--- src/rtl/dmem_preload.sv ---
// 8 x 8-bit data memory that fills itself from the preset bytes D0..D7 after reset
// or on reload, then serves the CPU through a synchronous single port.
module dmem_preload #(
  parameter int DW    = 8,
  parameter int DEPTH = 8,
  parameter int AW    = 3
) (
  input  logic          clk,
  input  logic          rst,
  input  logic [DW-1:0] D0,
  input  logic [DW-1:0] D1,
  input  logic [DW-1:0] D2,
  input  logic [DW-1:0] D3,
  input  logic [DW-1:0] D4,
  input  logic [DW-1:0] D5,
  input  logic [DW-1:0] D6,
  input  logic [DW-1:0] D7,
  input  logic          reload,
  input  logic [AW-1:0] addr,
  input  logic [DW-1:0] wdata,
  input  logic          we,
  input  logic          re,
  output logic [DW-1:0] rdata,
  output logic          ready,
  output logic          access_err,
  output logic          dbg_state
);

  // CPU handshake: a request (we/re) is accepted on a rising edge only while
  // ready=1 and reload=0; otherwise it is dropped and, in LOAD, flagged on access_err.

  typedef enum logic {
    S_LOAD = 1'b0,
    S_RUN  = 1'b1
  } state_t;

  state_t        state_q, state_d;
  logic [AW-1:0] idx_q, idx_d;
  logic [DW-1:0] mem_q [DEPTH];
  logic [DW-1:0] rdata_q;
  logic          err_q, err_d;

  logic [DW-1:0] preset [DEPTH];
  logic          mem_we;
  logic [AW-1:0] mem_waddr;
  logic [DW-1:0] mem_wdata;
  logic          rd_en;

  assign preset[0] = D0;
  assign preset[1] = D1;
  assign preset[2] = D2;
  assign preset[3] = D3;
  assign preset[4] = D4;
  assign preset[5] = D5;
  assign preset[6] = D6;
  assign preset[7] = D7;

  always_comb begin
    state_d   = state_q;
    idx_d     = idx_q;
    mem_we    = 1'b0;
    mem_waddr = idx_q;
    mem_wdata = preset[idx_q];
    rd_en     = 1'b0;
    err_d     = 1'b0;
    case (state_q)
      S_LOAD: begin
        err_d = we | re;
        if (reload) begin
          // restart the copy; nothing is written on the restart edge
          idx_d = '0;
        end else begin
          mem_we = 1'b1;
          idx_d  = idx_q + 1'b1;
          if (idx_q == AW'(DEPTH - 1)) begin
            state_d = S_RUN;
          end
        end
      end
      S_RUN: begin
        if (reload) begin
          state_d = S_LOAD;
          idx_d   = '0;
        end else begin
          rd_en     = re;
          mem_we    = we;
          mem_waddr = addr;
          mem_wdata = wdata;
        end
      end
      default: begin
        state_d = S_LOAD;
        idx_d   = '0;
      end
    endcase
  end

  always_ff @(posedge clk or negedge rst) begin
    if (!rst) begin
      state_q <= S_LOAD;
      idx_q   <= '0;
      err_q   <= 1'b0;
    end else begin
      state_q <= state_d;
      idx_q   <= idx_d;
      err_q   <= err_d;
    end
  end

  // Read samples the pre-edge word, so a same-address write is read-before-write.
  always_ff @(posedge clk or negedge rst) begin
    if (!rst) begin
      for (int i = 0; i < DEPTH; i++) begin
        mem_q[i] <= '0;
      end
      rdata_q <= '0;
    end else begin
      if (mem_we) begin
        mem_q[mem_waddr] <= mem_wdata;
      end
      if (rd_en) begin
        rdata_q <= mem_q[addr];
      end
    end
  end

  assign rdata      = rdata_q;
  assign ready      = (state_q == S_RUN);
  assign access_err = err_q;
  assign dbg_state  = state_q;

endmodule

--- config.mk ---
export PLATFORM = sky130hd
export DESIGN_NAME = dmem_preload
export DESIGN_NICKNAME = d
export VERILOG_FILES = /design/src/rtl/dmem_preload.sv
export SDC_FILE = /design/constraint.sdc
export NUM_CORES = 1
export LEC_CHECK = 0
export ABC_AREA = 1
export ABC_CLOCK_PERIOD_IN_PS = 1800
export CAP_MARGIN = 20
export CORE_UTILIZATION = 50
export CTS_CLUSTER_DIAMETER = 80
export DETAILED_ROUTE_END_ITERATION = 16
export PLACE_DENSITY = 0.8
export SLEW_MARGIN = 10
export SYNTH_ARGS = -nofsm -noshare
export SYNTH_HDL_FRONTEND = slang
export SYNTH_SLANG_ARGS = --single-unit
--- constraint.sdc ---
create_clock -name clk -period 1.8 [get_ports clk]
set_input_delay 0.18 -clock clk [delete_from_list [all_inputs] [get_ports clk]]
set_output_delay 0.18 -clock clk [all_outputs]
set_load 0.02 [all_outputs]
* After elaboration in Yosys (flattened, before gate mapping)
Index checks and enable logic that the tools add are counted.
** Word-level totals
- Register bits after elaboration :: 77
- Bits of input ports :: 80
** Operators by class
- $add $sub $neg :: 1
- Magnitude comparators :: 4
- Eq/ne operators :: 2
- Mux-type cells :: 25
- Bitwise operators :: 5
- Reduce and logical (&&, ||, !) cells :: 1
** Operators by type and width (number)
- bitwise mux 64 bit :: 1
- two-way mux 8 bit :: 7
- binary-select mux 8 bit (select 3 bit) :: 2
- demux 8 bit (select 3 bit) :: 1
- greater-or-equal comparator 4 bit (second input constant) :: 3
- two-way mux 3 bit :: 4
- NOT 3 -> 4 bit :: 3
- two-way mux 1 bit :: 7
- one-hot mux 3 bit (2 select lines) :: 1
- < comparator 4 x 1 -> 1 bit (second input constant) :: 1
- one-hot mux 1 bit (2 select lines) :: 2
- adder 3 x 1 -> 3 bit (second input constant) :: 1
- equality test 3 bit (second input constant) :: 1
- != test 2 bit (second input constant) :: 1
- logical AND 1 bit :: 1
- NOT 1 bit :: 1
- OR 1 bit :: 1

* Depth between registers and ports, before layout
- Word-level depth :: 8
- Gate-level depth with buffers :: 10

* Worst setup path after synthesis
Ideal clock, no wire load.
- Kind :: reg-to-reg
- Start point :: register state_q, in the netlist dbg_state
- End point :: register mem_q[18] in the netlist's numbering
- Setup time :: 0.119 ns
- Arrival :: 1.463 ns
- Required time :: 1.681 ns
- Path slack :: 0.217 ns
- Stages on the path, launching flop included :: 10
- Cell sequence :: dfrtp_1 -> inv_2 -> nor2_2 -> nand2_1 -> nand2_1 -> nand2_2 -> nor2_4 -> inv_2 -> nand2_1 -> nand2_1
** Between the ends
- Word-level cells in the longest chain between the ends :: 7
** Ends and longest elaborated chain
- start, declared :: RTL line 37 : state_t state_q, state_d;
- start signal, assigned :: RTL line 104 : state_q <= state_d;
- two-way mux 3 bit :: RTL line 66 : case (state_q)
- NOT 3 -> 4 bit (implied by the code) :: RTL line 119 : mem_q[mem_waddr] <= mem_wdata;
- greater-or-equal comparator 4 bit (implied by the code) / < comparator 4 x 1 -> 1 bit (equally long branches) :: RTL line 119
- logical AND 1 bit (implied by the code) :: RTL line 119
- two-way mux 8 bit (implied by the code) :: RTL line 119
- demux 8 bit (select 3 bit) :: RTL line 119
- bitwise mux 64 bit :: RTL line 119
- end signal, assigned by index :: RTL line 119
- end, declared :: RTL line 39 : logic [DW-1:0] mem_q [DEPTH];
Several ways; a longest one is shown, not always the timed one.
A chain may end at the register's enable or synchronous reset.

* Final worst setup path
- Start point :: register state_q, in the netlist dbg_state
- End point :: output dbg_state
** RTL lines
- end, declared :: RTL line 26 : output logic dbg_state
No word-level cell between the ends.

==> out/metrics.yaml <==
dpl_worst_slack_ns: -0.07748
clock-root-buffer: "clkbuf_8"
drt_iter0_markers: 516
status: "finished, final reports clean"
synth.most_common_cell: "nand2_1"
yosys.area.top_type: "dfrtp_1"
synth.cell_area_um2: 4304
stdcell_area_um2: 5886
initial_core_util_pct: 52.12
p_total_mw: 5.485
slew_headroom_pct: 73.24
synth_edf_count: 0
yosys_register_bits: 77
tns_ns: 0
met2_usage_pct: 54.56
area_growth_pct: 36.74
cp_slowest_cell: "clkdlybuf4s50_1"
finalMaxSlewViolations: 0
postPlaceCellArea_um2: 5690
worstHoldPathType: "input port to async pin"
synth_cell_types: 19
crit_chain: "buf_4 > clkdlybuf4s50_1"
finalHoldViolations: 0
gp_congestion: 0.8947
utilization_pct: 71.27
n_antenna_cell: 0
cp.required_ns: 1.62
fin_ws_ns: 0.04829
grt-busiest-layer: "met2"
port_buffers: 90
cp_max_fo: 7
clkLatencyLatePin_ns: 0.37
crit_type: "register to primary output"
powerDensity_nw_per_um2: 931.9
grtUsageTotal_pct: 33.87
synth_common_cells: "198 x nand2_1, 117 x nand3_1, 107 x nor2_1"
wl_um: 14240
htreeDepth: 3
met1_usage_pct: 43.51
ant_nets: 0
stdcell_count: 860
synthFlopType: "dfrtp_1"
drt_first_pass_iters: 6
dpl.hpwl_um: 10230
dp_cells: 843
pin_count: 91
postSynthCellCount: 619
async_reset_ff_share_pct: 100.0
clock-skew-final_ns: 0.01517
cp.arrival_ns: 1.57
avgRoutedWirePerCell_um: 16.56
crit_path_end_kind: "primary output"
layout_worst_path_cycle_share_pct: 97.32
grt_overflow: 0
coreArea_um2: 8258
vias: 4847
avgSynthCellArea_um2: 6.953
num_rows: 33
drive_gt1_share_pct: 12.98
cts_buffers: 9
vdd_drop_max_mv: 0.5340
grt_pass1_vias: 4697
cts_tree: "done"
final_nets: 832
yosysTopAreaCellShare_pct: 44.77
tightest_slew_ns: 0.4013
whs_ns: 0.1416
antenna_found_initial: 0
synth_warnings: 0
drc: 0
p_leak_nw: 2.907
clk_pin_slew_ns: 0.09
dieArea_um2: 8983
critPathLaunchType: "register"
cts_sinks: 77
rsz0062_at_grt: "no"
crit_path_max_incr_delay_ns: 0.61
die_h_um: 94.78
yosys-top-cells-area: "dfrtp_1 45%, nand2_1 17%, nand3_1 14%"
postCtsSetupBuffers: 0
fin_crit_ns: 1.752
clk_path_buf_depth: 2
fmax_ghz: 0.5709
synthesis.nets: 701
met3_usage_pct: 8.132
grt_max_degree: 75
maxCapViolCount: 0
die_w_um: 94.78
fillCellCount: 660
finalSetupViolCount: 0
via_per_inst: 5.636
yosysSeqAreaShare_pct: 44.77
grt_pass1_wl_um: 22680
## final timing paths
check	start	end	slack (ns)	cells after the start
worst max-delay path	dbg_state	dbg_state	0.05	2
worst min-delay path	rst	mem_q[56]	0.14	2
worst max register to register	dbg_state	mem_q[22]	0.08	7
worst min register to register	mem_q[17]	mem_q[17]	0.48	2
max in group asynchronous	rst	idx_q[1]	1.07	3
min in group clk	we	access_err	0.38	3
## area by class of cell
| type | count | area [um2] | area share [%] |
|---|---|---|---|
| multi-input cells | 498 | 2190 | 37.20 |
| flip-flops and latches | 77 | 1928 | 32.76 |
| repair buffers | 143 | 1374 | 23.34 |
| well taps | 105 | 131.4 | 2.232 |
| clock buffers | 9 | 123.9 | 2.105 |
| inverters | 21 | 81.33 | 1.382 |
| clock inverters | 7 | 57.56 | 0.9779 |
## critical path, delay by kind of cell, from the launching register on
family	cells	cell delay (ns)
flip-flops	1	0.45
buffers and inverters	2	0.75
## registers in the layout, indices dropped and copies added, names as in the netlist
signal	cells
idx_q	3
dbg_state	1
mem_q	64
rdata	8
access_err	1
## cells in the final DEF, fill, tap and decap left out, types with 2 or more instances in the layout
master,count
buf_12,6
clkbuf_8,9
nand3_1,117
a21oi_1,9
nor2_2,2
buf_4,47
o21ai_0,51
clkinv_1,2
nand2_2,2
inv_1,5
clkdlybuf4s50_1,89
ha_1,2
nor2_1,107
nor2_4,8
inv_2,13
dfrtp_1,76
clkinvlp_4,2
nand2_1,198
inv_6,2
## kinds of logic after synthesis
family          Yosys count  synth area share, %
flops                    77                44.77
compound gates           61                7.180
simple gates            435                43.11
buf+inv                  44                4.360
fa+ha+maj                 2               0.5813
## what timing repair did
action,in CTS,in global routing
gates resized for setup,1,2
hold buffers,1,0
endpoints found under the hold margin,77,0
endpoints found under the setup margin,1,9
## power by group
part           internal, mW  leakage (nW)  total [mW]  switching [mW]
Combinational         0.732          1.82        1.69           0.954
Sequential             2.24         0.998        2.54           0.302
Clock                 0.519        0.0881        1.26           0.740
Total                  3.49          2.91        5.49            2.00
## layer usage
| metal | wire length [um] | vias up |
|---|---|---|
| met1 | 5800 | 2276 |
| met4 | 480 | 0 |
| li1 | - | 2276 |
| met2 | 6569 | 247 |
| met5 | 0 | - |
| met3 | 1390 | 48 |
Power figures use the tool's default switching activity.
